[src/rtl/fpio_out_shifter.sv]
// fpio_out_shifter: pops words from the fpio FIFO and serializes them LSB-first onto pin_data.
// Optional sticky underrun flag: define FPIO_OUT_SHIFTER_UNDERRUN_EN.
//
//   fetch state | meaning
//   F_IDLE      | waiting for enable, empty holding buffer and FIFO data
//   F_REQ       | fifo_data_en pulse
//   F_WAIT_ACK  | waiting for fifo_data_ack, captures fifo_data
//   F_COOL      | one cycle for fifo_avail to settle
//   shift state | meaning
//   S_IDLE      | no word on the pins
//   S_SHIFT     | driving beats of the current word
module fpio_out_shifter #(
  parameter int DATA_WIDTH = 32,
  parameter int PIN_WIDTH  = 4,
  parameter int FIFO_BITS  = 4,
  parameter int DIV_BITS   = 8
) (
  input  logic                  clk,
  input  logic                  rst,
  input  logic [DATA_WIDTH-1:0] fifo_data,
  input  logic [FIFO_BITS:0]    fifo_avail,
  output logic                  fifo_data_en,
  input  logic                  fifo_data_ack,
  input  logic                  enable,
  input  logic [DIV_BITS-1:0]   clk_div,
  output logic [PIN_WIDTH-1:0]  pin_data,
  output logic                  pin_valid,
  output logic                  pin_strobe,
  output logic                  busy
`ifdef FPIO_OUT_SHIFTER_UNDERRUN_EN
  ,
  output logic                  underrun,
  input  logic                  underrun_clr
`endif
);

  localparam int BEATS  = DATA_WIDTH / PIN_WIDTH;
  localparam int BEAT_W = (BEATS > 1) ? $clog2(BEATS) : 1;
  localparam logic [BEAT_W-1:0] BEAT_LAST = BEAT_W'(BEATS - 1);

  typedef enum logic [1:0] {F_IDLE, F_REQ, F_WAIT_ACK, F_COOL} fetch_t;
  typedef enum logic {S_IDLE, S_SHIFT} shift_t;

  fetch_t                fstate;
  shift_t                sstate;
  logic [DATA_WIDTH-1:0] hold_buf;
  logic                  hold_valid;
  logic [DATA_WIDTH-1:0] shreg;
  logic [DATA_WIDTH-1:0] shreg_shift;
  logic [DIV_BITS-1:0]   div_cnt;
  logic [DIV_BITS-1:0]   div_reload;
  logic [BEAT_W-1:0]     beat_cnt;

  logic fetch_go;
  logic capture;
  logic beat_end;
  logic word_end;
  logic start;
  logic shift_next;
  logic fetch_busy_next;

  assign shreg_shift = shreg >> PIN_WIDTH;

  always_comb begin
    fetch_go        = (fstate == F_IDLE) && enable && !hold_valid && (fifo_avail != '0);
    capture         = (fstate == F_WAIT_ACK) && fifo_data_ack;
    beat_end        = (sstate == S_SHIFT) && (div_cnt == '0);
    word_end        = beat_end && (beat_cnt == BEAT_LAST);
    start           = hold_valid && enable && ((sstate == S_IDLE) || word_end);
    shift_next      = start || ((sstate == S_SHIFT) && !word_end);
    fetch_busy_next = fetch_go || (fstate == F_REQ) ||
                      ((fstate == F_WAIT_ACK) && !fifo_data_ack);
  end

  always_ff @(posedge clk) begin
    if (rst) begin
      fstate       <= F_IDLE;
      sstate       <= S_IDLE;
      hold_buf     <= '0;
      hold_valid   <= 1'b0;
      shreg        <= '0;
      div_cnt      <= '0;
      div_reload   <= '0;
      beat_cnt     <= '0;
      fifo_data_en <= 1'b0;
      pin_data     <= '0;
      pin_valid    <= 1'b0;
      pin_strobe   <= 1'b0;
      busy         <= 1'b0;
    end else begin
      case (fstate)
        F_IDLE: begin
          if (fetch_go) begin
            fstate       <= F_REQ;
            fifo_data_en <= 1'b1;
          end
        end
        F_REQ: begin
          fstate       <= F_WAIT_ACK;
          fifo_data_en <= 1'b0;
        end
        F_WAIT_ACK: begin
          if (fifo_data_ack) begin
            fstate   <= F_COOL;
            hold_buf <= fifo_data;
          end
        end
        F_COOL:  fstate <= F_IDLE;
        default: fstate <= F_IDLE;
      endcase

      // a fresh capture outranks the consume of the previous word
      if (capture)
        hold_valid <= 1'b1;
      else if (start)
        hold_valid <= 1'b0;

      if (start) begin
        sstate     <= S_SHIFT;
        shreg      <= hold_buf;
        pin_data   <= hold_buf[PIN_WIDTH-1:0];
        div_cnt    <= clk_div;
        div_reload <= clk_div;
        beat_cnt   <= '0;
        pin_valid  <= 1'b1;
        pin_strobe <= 1'b1;
      end else if (word_end) begin
        sstate     <= S_IDLE;
        pin_data   <= '0;
        pin_valid  <= 1'b0;
        pin_strobe <= 1'b0;
      end else if (beat_end) begin
        shreg      <= shreg_shift;
        pin_data   <= shreg_shift[PIN_WIDTH-1:0];
        div_cnt    <= div_reload;
        beat_cnt   <= beat_cnt + BEAT_W'(1);
        pin_strobe <= 1'b1;
      end else if (sstate == S_SHIFT) begin
        div_cnt    <= div_cnt - DIV_BITS'(1);
        pin_strobe <= 1'b0;
      end

      busy <= shift_next || fetch_busy_next;
    end
  end

`ifdef FPIO_OUT_SHIFTER_UNDERRUN_EN
  always_ff @(posedge clk) begin
    if (rst)
      underrun <= 1'b0;
    else if (word_end && enable && !hold_valid)
      underrun <= 1'b1;
    else if (underrun_clr)
      underrun <= 1'b0;
  end
`endif

endmodule

[config.mk]
export PLATFORM = sky130hd
export DESIGN_NAME = fpio_out_shifter
export DESIGN_NICKNAME = d
export VERILOG_FILES = /design/src/rtl/fpio_out_shifter.sv
export SDC_FILE = /design/constraint.sdc
export NUM_CORES = 1
export LEC_CHECK = 0
export BUFFER_PORTS_ARGS = -buffer_cell sky130_fd_sc_hd__buf_2
export CAP_MARGIN = 40
export CORE_UTILIZATION = 45
export CTS_CLUSTER_DIAMETER = 200
export DETAILED_ROUTE_END_ITERATION = 6
export PLACE_DENSITY = 0.64
export SLEW_MARGIN = 5
export SYNTH_ARGS = -nofsm -noshare
export SYNTH_HDL_FRONTEND = slang
export SYNTH_SLANG_ARGS = --single-unit
[constraint.sdc]
create_clock -name clk -period 2.31 [get_ports clk]
set_input_delay 0.1155 -clock clk [delete_from_list [all_inputs] [get_ports clk]]
set_output_delay 0.1155 -clock clk [all_outputs]
set_load 0.005 [all_outputs]
Word level (Yosys, flattened, before mapping)
Index checks and enable logic that the tools add are counted.
{ "totals": {"in_bits": 49, "reg_bits": 94, "n_memories": 0, "latch_bits": 0, "ram_bits": 0, "word_cells": 81, "mem_bits_ro": 0} }
{ "op_classes": {"n_shift": 0, "magnitude_cmp": 0, "addsub": 2, "n_eq_ne": 7, "n_div": 0, "n_mux": 23, "reduce_logical": 35, "n_bitwise": 2, "mul": 0} }
{ "op_table": {"columns": ["cell", "count"], "rows": [
  ["2-to-1 mux 32 bit", 3],
  ["2-to-1 mux 8 bit", 4],
  ["2-to-1 mux 4 bit", 3],
  ["AND reduction 2 bit", 6],
  ["logical AND 1 bit", 10],
  ["2-to-1 mux 1 bit", 9],
  ["logical NOT 8 bit", 1],
  ["one-hot mux 2 bit (4 select lines)", 1],
  ["nonzero test 2 bit", 4],
  ["subtractor 8 x 1 -> 8 bit, second input constant", 1],
  ["nonzero test 3 bit", 2],
  ["logical OR 1 bit", 5],
  ["nonzero test 5 bit", 1],
  ["== test 2 bit, second input constant", 2],
  ["2-to-1 mux 2 bit", 2],
  ["inequality test 2 bit, second input constant", 2],
  ["nonzero test 4 bit", 1],
  ["adder 3 x 1 -> 3 bit, second input constant", 1],
  ["== test 3 bit, second input constant", 1],
  ["logical NOT 1 bit", 3],
  ["== test 2 x 1 -> 1 bit, second input constant", 1],
  ["logical NOT 2 bit", 1],
  ["inequality test 2 x 1 -> 1 bit, second input constant", 1],
  ["NOT 1 bit", 2],
  ["other kinds (2)", 2]
]} }

Depth between registers and ports, before layout
Gate-level depths: netlist (run 1).
{ "depth": {"word_depth": 7, "depth_mapped": 8} }

Worst setup path before layout (run 1)
No wires, ideal clock.
{ "synth_timing": {"path_type": "register -> register", "start": "register beat_cnt[0]", "end": "register pin_data[0]", "slack_ps": 470, "stages_incl_launch_ff": 8, "arrival_ps": 1754, "period_less_slack_ps": 1840, "n_path_buf": 1, "path_cell_list": "dfxtp_1 ha_1 ha_1 or4bb_1 o21ai_4 buf_6 a31oi_1 a211oi_1"} }
{ "synth_via": {"elab_chain_cells": 5, "elab_cells_between_ends": 7, "cone_classes": "1 x eq/ne; 2 x mux; 4 x reduce/logical"} }
{ "synth_rtl": {"columns": ["element", "line_no", "rtl"], "rows": [
  ["start: declaration", "52", "logic [BEAT_W-1:0] beat_cnt;"],
  ["start signal: assignment", "136", "beat_cnt <= beat_cnt + BEAT_W'(1);"],
  ["== test 3 bit (*)", "68", "word_end = beat_end && (beat_cnt == BEAT_LAST);"],
  ["logical AND 1 bit (*)", "68", null],
  ["logical OR 1 bit", "69", "start = hold_valid && enable && ((sstate == S_IDLE) || word_end);"],
  ["logical AND 1 bit", "69", null],
  ["nonzero test 3 bit (no source line) / 2-to-1 mux 4 bit (equally long branches)", null, null],
  ["end signal: assignment", "121", "pin_data <= hold_buf[PIN_WIDTH-1:0];"],
  ["end signal: assignment", "134", "pin_data <= shreg_shift[PIN_WIDTH-1:0];"],
  ["end: declaration", "26", "output logic [PIN_WIDTH-1:0] pin_data,"]
]} }
Every way passes the cells marked *; elsewhere a longest branch is shown, timed or not.
A chain may end at the register's enable or synchronous reset.

Final worst setup path (run 1)
{ "layout_timing": {"start": "register div_cnt[0]", "end": "register shreg[19]"} }
{ "layout_via": {"elab_chain_cells": 7, "elab_cells_between_ends": 9, "cone_classes": "1 x eq/ne; 1 x mux; 7 x reduce/logical"} }
{ "layout_rtl": {"columns": ["element", "line_no", "rtl"], "rows": [
  ["start: declaration", "50", "logic [DIV_BITS-1:0] div_cnt;"],
  ["start signal: assignment", "122", "div_cnt <= clk_div;"],
  ["start signal: assignment", "135", "div_cnt <= div_reload;"],
  ["start signal: assignment", "139", "div_cnt <= div_cnt - DIV_BITS'(1);"],
  ["logical NOT 8 bit (*)", "67", "beat_end = (sstate == S_SHIFT) && (div_cnt == '0);"],
  ["logical AND 1 bit (*)", "67", null],
  ["logical AND 1 bit", "68", null],
  ["logical OR 1 bit", "69", null],
  ["logical AND 1 bit", "69", null],
  ["inequality test 2 x 1 -> 1 bit (no source line) / nonzero test 2 bit (equally long branches)", null, null],
  ["AND reduction 2 bit (no source line)", null, null],
  ["end signal: assignment", "120", "shreg <= hold_buf;"],
  ["end signal: assignment", "133", "shreg <= shreg_shift;"],
  ["end: declaration", "48", "logic [DATA_WIDTH-1:0] shreg;"]
]} }
Marked as above.

==> metrics.cfg, run 1 <==
[job]
drv_cap=0

[clock_network]
cts-buffers-inserted=9
clk_latency_ns=0.36
post_cts_buffers=0
cts_tree=done
cts-root-buf=clkbuf_8
clock-sinks=90
clkTransAtPathRegs_ns=0.09
ctsHtreeMaxLevel=3
clockBufferDepth=2

[global_route]
grt_pass1_wl_mm=16.6
grt_usage_pct=21.4
grt_max_degree=62
grt_antenna_before_repair=0
grt_pass1_vias=3499
overflow=0

[floorplan]
fp.dieArea_um2=9360
io_pins=57
placementRows=34
die_width_um=96.8
coreArea_um2=8720
die_h_um=96.8
start_util_pct=46.3

[synthesis]
synth.avg_cell_area_um2=8.08
ys_warn_count=0
synth_fp_nets=557
synth_area_um2=4040
synth_ff_type=dfxtp_1
ys_top_cells_by_area=dfxtp_1 (45%), a21oi_1 (9.3%), nand2_1 (7.4%), nor4_1 (4.0%), nor3_1 (3.7%)
ys_ff_latch=90
async_flop_share_pct=0
synth_area_leader_cell=dfxtp_1
postSynthCellCount=500
yosysUniqueCellTypes=46
synth_top_area_share_pct=44.6
synth-edff-count=0
synth_seq_area_share_pct=44.6

[critical_path]
start_kind=flip-flop
reg2reg_depth=7
slowest_delay_ns=0.50
required_ns=2.54
crit_buf_inv=2
crit_type=reg2reg
end_kind=flip-flop
crit_chain=inv_1 -> ha_1 -> nor3b_1 -> a31oi_2 -> buf_4 -> nor3_1 -> nor4_1
crit_cells=7
cpLargestDelayFamily=simple AND/OR/NAND/NOR gates
arrival_ns=2.30
crit_slowest_cell=nor3b_1
worst-path-max-fanout=30

[power_and_ir_drop]
peakVddDrop_uv=403
p_leak_nw=1.89
power_density_nw_per_um2=801

[placed_design]
gp_congestion=0.866
portBuffers=56
dp_hpwl_mm=6.21
post_dp_cell_area_um2=4380

[cells_and_area]
fin_area_um2=4830
mostFrequentLayoutCells=dfxtp_1 (90), nand2_1 (80), a21oi_1 (75), buf_2 (56), nor3_1 (30)
syn2layout_area_growth_pct=19.4
n_antenna_cell=0
fillCellCount=823
mostFrequentLayoutCell=dfxtp_1
multi_input_area_um2=1990
regArea_um2=1800
finalNetCount=624
drive_above_1_share_pct=16.8

[timing]
hold_viol_final=0
final_max_slew_viol_count=0
fin_crit_ns=2.07
tightest_slew_ns=0.558
fmax_ghz=0.482
finalCritPeriodShare_pct=89.8
setup_viol=0
rsz0062_at_grt=no
skew_ns=0.0122
tns_ns=0
slew_headroom_pct=62.7

[routing]
vias=3750
vias_per_cell=5.52
wl_mm=9.62
drc=0
dr.pass1.iters=5
avgRoutedWirePerCell_um=14.2
drt_iter0_drc=174
drtAntennaViolNets=0

[hold_path]
worstHoldPathType=in2reg
holdPathStages=3

[run_status]
status=finished, final reports clean

[metal layers]
layer,track usage [%],vias up,routed length (µm)
met4,7.12,0,121
met5,0,-,0
met3,3.25,9,376
met2,35.2,99,4600
li1,-,1889,-
met1,28.7,1753,4530
[metrics by stage]
stage	setup WS, ns	cells	utilization [%]	power (W)	hold WS, ns
after global routing	0.0429	679	55.3	0.00413	0.00967
after floorplan	0.470	500	-	0.00267	0.251
final	0.236	679	55.3	0.00386	0.0149
after CTS	0.249	679	55.3	0.00388	0.00455
after detailed placement	0.252	635	50.3	0.00294	0.360
after global placement	0.313	635	50.3	0.00291	0.355
[flip-flops by register name, summed over array words and instances (netlist names)]
name,count
div_cnt,8
hold_buf,32
div_reload,8
hold_valid,1
sstate,1
fifo_data_en,1
pin_data,4
fstate,2
pin_strobe,1
busy,1
beat_cnt,3
shreg,28
[area by class of cell]
cell class	count	share of cell area [%]
timing repair buffer	100	14.7
clock inverter	3	0.363
multi-input combinational	355	41.2
inverter	11	0.856
sequential	90	37.3
clock buffer	12	2.80
tap	108	2.80
[where the power goes]
part / switching (W) / total [W] / internal [W]
Sequential: 0.000130 / 0.00188 / 0.00175
Combinational: 0.000592 / 0.00107 / 0.000478
Clock: 0.000531 / 0.000914 / 0.000383
Total: 0.00125 / 0.00386 / 0.00261
[cell usage after synthesis (all sizes together) (2+ instances only)]
master and number:
nor3 30, nand2 80, nand3 12, a221oi 3, nor4 27, buf 14, o21a 3, a21oi 75
nor3b 3, and3 2, dfxtp 90, mux2i 8, xor2 2, nand2b 4, clkbuf 30, nor2 28
o21ai 22, nor2b 3, and2 3, o22ai 2, a31oi 12, or3 2, mux2 4, ha 8
inv 11, a211oi 8, or4 2
[cells by family (layout without fill, tap and decap cells)]
kind of cell | after synthesis | after routing | synth area share, %
adders and majority gates | 8 | 8 | 2.48
AOI/OAI and AO/OA | 130 | 130 | 18.6
DFF | 90 | 90 | 44.6
xor gates and xnor gates | 3 | 3 | 0.650
muxes | 12 | 12 | 3.10
buffers and inverters | 55 | 126 | 6.38
and+or+nand+nor | 202 | 202 | 24.2
[path summary, 6_finish.rpt]
check | start | end | slack (ns)
worst max-delay path | div_cnt[0] | shreg[19] | 0.24
worst min-delay path | fifo_data[3] | hold_buf[3] | 0.01
worst max register to register | div_cnt[0] | shreg[19] | 0.24
worst min register to register | hold_buf[17] | hold_buf[17] | 0.46
[tightest hold or removal path: stages]
cell and delay (ns):
buf_2 0.11, nand2_1 0.05, a21oi_1 0.05
[what timing repair did]
action	4_1_cts	5_1_grt
hold buffers	29	0
endpoints found under the hold margin	29	0
gates resized for setup	0	0
Power figures use the tool's default switching activity.
==> run 2: changes to the inputs <==
--- a/config.mk
+++ b/config.mk
@@ -5,12 +5,14 @@
 export SDC_FILE = /design/constraint.sdc
 export NUM_CORES = 1
 export LEC_CHECK = 0
+export ABC_AREA = 1
 export BUFFER_PORTS_ARGS = -buffer_cell sky130_fd_sc_hd__buf_2
 export CAP_MARGIN = 40
 export CORE_UTILIZATION = 45
 export CTS_CLUSTER_DIAMETER = 200
 export DETAILED_ROUTE_END_ITERATION = 6
 export PLACE_DENSITY = 0.64
+export REMOVE_ABC_BUFFERS = 1
 export SLEW_MARGIN = 5
 export SYNTH_ARGS = -nofsm -noshare
 export SYNTH_HDL_FRONTEND = slang
==> metrics.cfg, run 2 <==
[routing]
dr.pass1.iters=6
avgRoutedWirePerCell_um=12.4
wl_mm=9.24
drc=0
vias=3710
drtAntennaViolNets=0
drt_iter0_drc=136
vias_per_cell=4.99

[timing]
finalCritPeriodShare_pct=78.6
hold_viol_final=0
final_max_slew_viol_count=0
tns_ns=0
fin_crit_ns=1.82
rsz0062_at_grt=no
tightest_slew_ns=0.587
slew_headroom_pct=60.8
fmax_ghz=0.551
worst_slack_ns=0.495
setup_viol=0
skew_ns=0.0177

[floorplan]
die_width_um=98.5
fp.dieArea_um2=9710
placementRows=34
coreArea_um2=8890
io_pins=57
start_util_pct=47.2
die_h_um=98.5

[critical_path]
start_kind=flip-flop
cpLargestDelayFamily=simple AND/OR/NAND/NOR gates
crit_cells=9
timing.rr.start=div_cnt[0]
crit_type=reg2reg
crit_path_end=shreg[22]
r2r-end=shreg[22]
slowest_delay_ns=0.32
cp_common_cell=nand2_4
crit_chain=inv_1 -> ha_1 -> nand2_2 -> nor2_4 -> nand2_4 -> inv_2 -> nand2_4 -> o21ai_0 -> a21oi_2
r2r_slack_ns=0.49
worst-path-max-fanout=28
crit_buf_inv=2
crit_slowest_cell=dfxtp_1
startpoint=div_cnt[0]
required_ns=2.54
arrival_ns=2.05
end_kind=flip-flop
reg2reg_depth=9

[synthesis]
synth_top_area_share_pct=43.0
ys_warn_count=0
synth.most_common_cell=nand2_1
synth_area_um2=4190
synth-edff-count=0
synth_area_leader_cell=dfxtp_1
synthTopCellsByCount=nand2_1 (95), dfxtp_1 (90), nor2_1 (78)
postSynthCellCount=585
synth_ff_type=dfxtp_1
async_flop_share_pct=0
synth_seq_area_share_pct=43.0
yosysUniqueCellTypes=26
ys_top_cells_by_area=dfxtp_1 (43%), o21ai_0 (9.1%), nand2_1 (8.5%), nand3_1 (7.5%), nor2_1 (7.0%)
ys_ff_latch=90
synth.avg_cell_area_um2=7.17

[global_route]
grt_pass1_vias=3556
overflow=0
grt_antenna_before_repair=0
grt_usage_pct=20.4
grt_pass1_wl_mm=16.2
grt_max_degree=44

[power_and_ir_drop]
peakVddDrop_uv=350
p_seq_share_pct=43.3
power_switching_w=0.00157
power_density_nw_per_um2=962
intPower_w=0.00303
p_sw_share_pct=34.1
p_comb_share_pct=31.1
p_leak_nw=2.12
clock_power_share_pct=25.6

[cells_and_area]
largest_register_ffs=32
largest-register=hold_buf
drive_above_1_share_pct=18.7
mostFrequentLayoutCell=nand2_1
syn2layout_area_growth_pct=13.9
finalNetCount=689
n_antenna_cell=0
top_regs=hold_buf x32, shreg x28
mostFrequentLayoutCells=nand2_1 (95), dfxtp_1 (90), nor2_1 (78), o21ai_0 (76), nand3_1 (63)

[placed_design]
gp_congestion=0.768
portBuffers=56
dp_hpwl_mm=6.15
dp_slack_ns=0.513

[run_status]
status=finished, final reports clean

[clock_network]
cts_tree=done
cts-buffers-inserted=9
clock-sinks=90
clk_latency_ns=0.35
ctsHtreeMaxLevel=3
clkTransAtPathRegs_ns=0.09
cts.repair.resized=0
clockBufferDepth=2
cts-root-buf=clkbuf_8

[hold_path]
worstHoldStart=fifo_data[4]
worstHoldPathType=in2reg

[job]
drv_cap=0

==> run 2: per-layer routing <==
layer	global-route usage, %	share of wire, %	vias up
met5	0	0	-
li1	-	-	1992
met1	27.2	49	1646
met2	34.1	47	62
met3	2.84	3.2	10
met4	6.77	1.2	0
==> run 2: cell families after synthesis <==
logic type                 after synthesis  synth area share (%)
AOI/OAI and AO/OA                      134                  17.1
xor gates and xnor gates                 1                 0.209
adders and majority gates                8                  2.39
buffers and inverters                   90                  9.52
DFF                                     90                  43.0
and+or+nand+nor                        262                  27.8
==> run 2: how the worst min path moves through the flow <==
stage | endpoint | cells after the start
final | hold_buf[4] | 3
after global routing | hold_buf[24] | 3
after CTS | hold_buf[4] | 3
after detailed placement | hold_buf[9] | 3
after global placement | hold_buf[16] | 3
after floorplan | div_reload[1] | 1
==> run 2: final cells by class <==
cell class              instances  area (µm²)
inverters                      54         203
flip-flops and latches         90        1800
well taps                     108         135
clock inverters                 4        76.3
clock buffers                  11         141
fillers                       912        4120
multi-input cells             405        1990
repair buffers                 72         425
==> run 2: timing repair <==
action | in CTS | in global routing
hold endpoints to repair | 5 | 0
setup endpoints to repair | 0 | 0
hold buffers | 5 | 0
setup buffers | 0 | 0
==> run 2: through the flow <==
| step | utilization (%) | instances | power [W] | cell area, µm² | hold slack (ns) |
|---|---|---|---|---|---|
| 6_report | 53.7 | 744 | 0.00460 | 4770 | 0.0142 |
| 5_1_grt | 53.7 | 744 | 0.00497 | 4770 | 0.0107 |
| 4_1_cts | 53.7 | 744 | 0.00464 | 4770 | 0.00348 |
| 3_5_place_dp | 50.7 | 724 | 0.00346 | 4510 | 0.370 |
| 3_3_place_gp | 50.7 | 724 | 0.00342 | 4510 | 0.364 |
| 2_1_floorplan | - | 549 | 0.00306 | 4000 | 0.185 |
==> run 2: worst reg2reg max path, delay by kind of cell, from the launching register on <==
family / cells / cell delay (ns)
fa+ha+maj: 1 / 0.18
compound gates: 2 / 0.34
buf+inv: 2 / 0.31
flops: 1 / 0.32
simple gates: 4 / 0.56
==> run 2: power groups by stage <==
stage                     registers [W]  logic [W]  clock network, W
final                           0.00199    0.00143           0.00118
after global routing            0.00203    0.00166           0.00128
after CTS                       0.00199    0.00144           0.00121
after detailed placement        0.00203    0.00143                 0
after global placement          0.00202    0.00140                 0
after floorplan                 0.00199    0.00106                 0
==> run 3: changes to the inputs <==
--- a/config.mk
+++ b/config.mk
@@ -11,7 +11,7 @@
 export CORE_UTILIZATION = 45
 export CTS_CLUSTER_DIAMETER = 200
 export DETAILED_ROUTE_END_ITERATION = 6
-export PLACE_DENSITY = 0.64
+export PLACE_DENSITY = 0.66
 export REMOVE_ABC_BUFFERS = 1
 export SLEW_MARGIN = 5
 export SYNTH_ARGS = -nofsm -noshare
==> constraint.sdc (replaced) <==
create_clock -name clk -period 1.56 [get_ports clk]
set_input_delay 0.078 -clock clk [delete_from_list [all_inputs] [get_ports clk]]
set_output_delay 0.078 -clock clk [all_outputs]
set_load 0.005 [all_outputs]
==> metrics.cfg, run 3 (synthesized netlist as in run 2, its figures left out) <==
[placed_design]
gp_congestion=0.832
dp_slack_ns=-0.0133
portBuffers=56
dp_cells=742
dp_hpwl_mm=6.50

[power_and_ir_drop]
peakVddDrop_uv=684
power_density_nw_per_um2=1300
p_leak_nw=2.44
power_w=0.00720

[clock_network]
clockBufferDepth=2
clock-sinks=90
clk_latency_ns=0.35
cts_tree=done
clkTransAtPathRegs_ns=0.09
cts-root-buf=clkbuf_8
ctsHtreeMaxLevel=3
cts-buffers-inserted=9

[cells_and_area]
finalNetCount=744
top_regs=hold_buf x32, shreg x28
largest_register_ffs=32
mostFrequentLayoutCells=dfxtp_1 (88), nand2_1 (81), nor2_1 (78), o21ai_0 (68), nand3_1 (62)
largest-register=hold_buf
regArea_um2=1800
finalCoreUtilization_pct=62.1
mostFrequentLayoutCell=dfxtp_1
syn2layout_area_growth_pct=31.6
fillCellCount=774
final_cells=799
multi_input_area_um2=2130
n_antenna_cell=0
drive_above_1_share_pct=25.0

[critical_path]
crit_buf_inv=3
cpLargestDelayFamily=simple AND/OR/NAND/NOR gates
crit_type=reg2reg
end_kind=flip-flop
start_kind=flip-flop
worst-path-max-fanout=7
cp_common_cell=nand2_4
slowest_delay_ns=0.33
crit_slowest_cell=dfxtp_2
crit_chain=inv_2 -> ha_4 -> nand2_4 -> nor2_4 -> nand2_4 -> nand2_4 -> o21ai_4 -> buf_12 -> clkbuf_16 -> nand2_2 -> nand2_2 -> a21oi_2
required_ns=1.85
arrival_ns=1.85

[global_route]
grt_usage_pct=21.9
grt_pass1_wl_mm=17.2
grt_pass1_vias=3749
grt_max_degree=32
overflow=0
grt_antenna_before_repair=0

[floorplan]
die_width_um=98.5
die_h_um=98.5
io_pins=57
fp.dieArea_um2=9710
placementRows=34
coreArea_um2=8890
start_util_pct=47.2

[timing]
tightest_slew_ns=0.359
slew_headroom_pct=76.1
skew_ns=0.00571
worst_slack_ns=-0.000837
fmax_ghz=0.641
rsz0062_at_grt=yes
fin_crit_ns=1.56
final_max_slew_viol_count=0
tns_ns=-0.000837
finalCritPeriodShare_pct=100
setup_viol=1
hold_viol_final=0

[routing]
avgRoutedWirePerCell_um=12.7
drt_iter0_drc=146
drc=2
vias=4069
wl_mm=10.2
drtAntennaViolNets=0
dr.pass1.iters=7
vias_per_cell=5.09

[run_status]
status=finished with violations
violations=DRC, setup timing

[job]
drv_cap=0

[hold_path]
worstHoldPathType=in2reg

run 3: changes by cell type in the layout (fill, tap and decap cells not counted), sizes merged:
cell	before	now
inv	54	56
buf	67	88
clkbuf	11	10
dlygate4sd3	5	38
run 3: final cells by class:
cell class                 count  share of cell area, %
clock buffer                   9                   2.24
multi-input combinational    405                   38.6
sequential                    90                   32.7
inverter                      54                   3.76
tap                          108                   2.45
clock inverter                 6                   1.63
timing repair buffer         127                   18.6
run 3: what timing repair did:
action	in CTS	in global routing
gates cloned	1	1
pin swaps	3	6
setup endpoints to repair	27	47
endpoints found under the hold margin	38	0
hold buffers	38	0
buffers inserted	2	1
resized for setup	10	54
run 3: power by group:
group / switching [W] / internal [W]
Clock: 0.000832 / 0.000903
Sequential: 0.000239 / 0.00272
Combinational: 0.00141 / 0.00109
run 3: worst register-to-register path, stage by stage (launching register included):
cell and delay [ns]:
dfxtp_2 0.33, inv_2 0.07, ha_4 0.14, nand2_4 0.05
nor2_4 0.17, nand2_4 0.09, nand2_4 0.09, o21ai_4 0.07
buf_12 0.14, clkbuf_16 0.16, nand2_2 0.06, nand2_2 0.04
a21oi_2 0.10
run 3: path summary, 6_finish.rpt:
check | startpoint | end | slack, ns | depth (start not counted)
worst min register to register | div_reload[6] | div_reload[6] | 0.46 | 2
worst min-delay path | clk_div[4] | div_reload[4] | 0.01 | 3
worst max register to register | div_cnt[1] | shreg[15] | -0.0008 | 12
worst max-delay path | div_cnt[1] | shreg[15] | -0.0008 | 12
run 3: stage by stage:
stage                     cell area [µm²]  hold slack, ns
final                                5520          0.0135
after global routing                 5520          0.0172
after CTS                            5320         0.00636
after detailed placement             4650           0.336
after global placement               4650           0.325
after floorplan                      4000           0.147
run 3: metal layers:
metal  vias to the layer above  track usage, %  wire length, µm
li1                       2106               -                -
met5                         -               0                0
met4                         0            6.66               58
met1                      1876            27.8             4540
met3                         4            4.11              398
met2                        83            37.6             5160
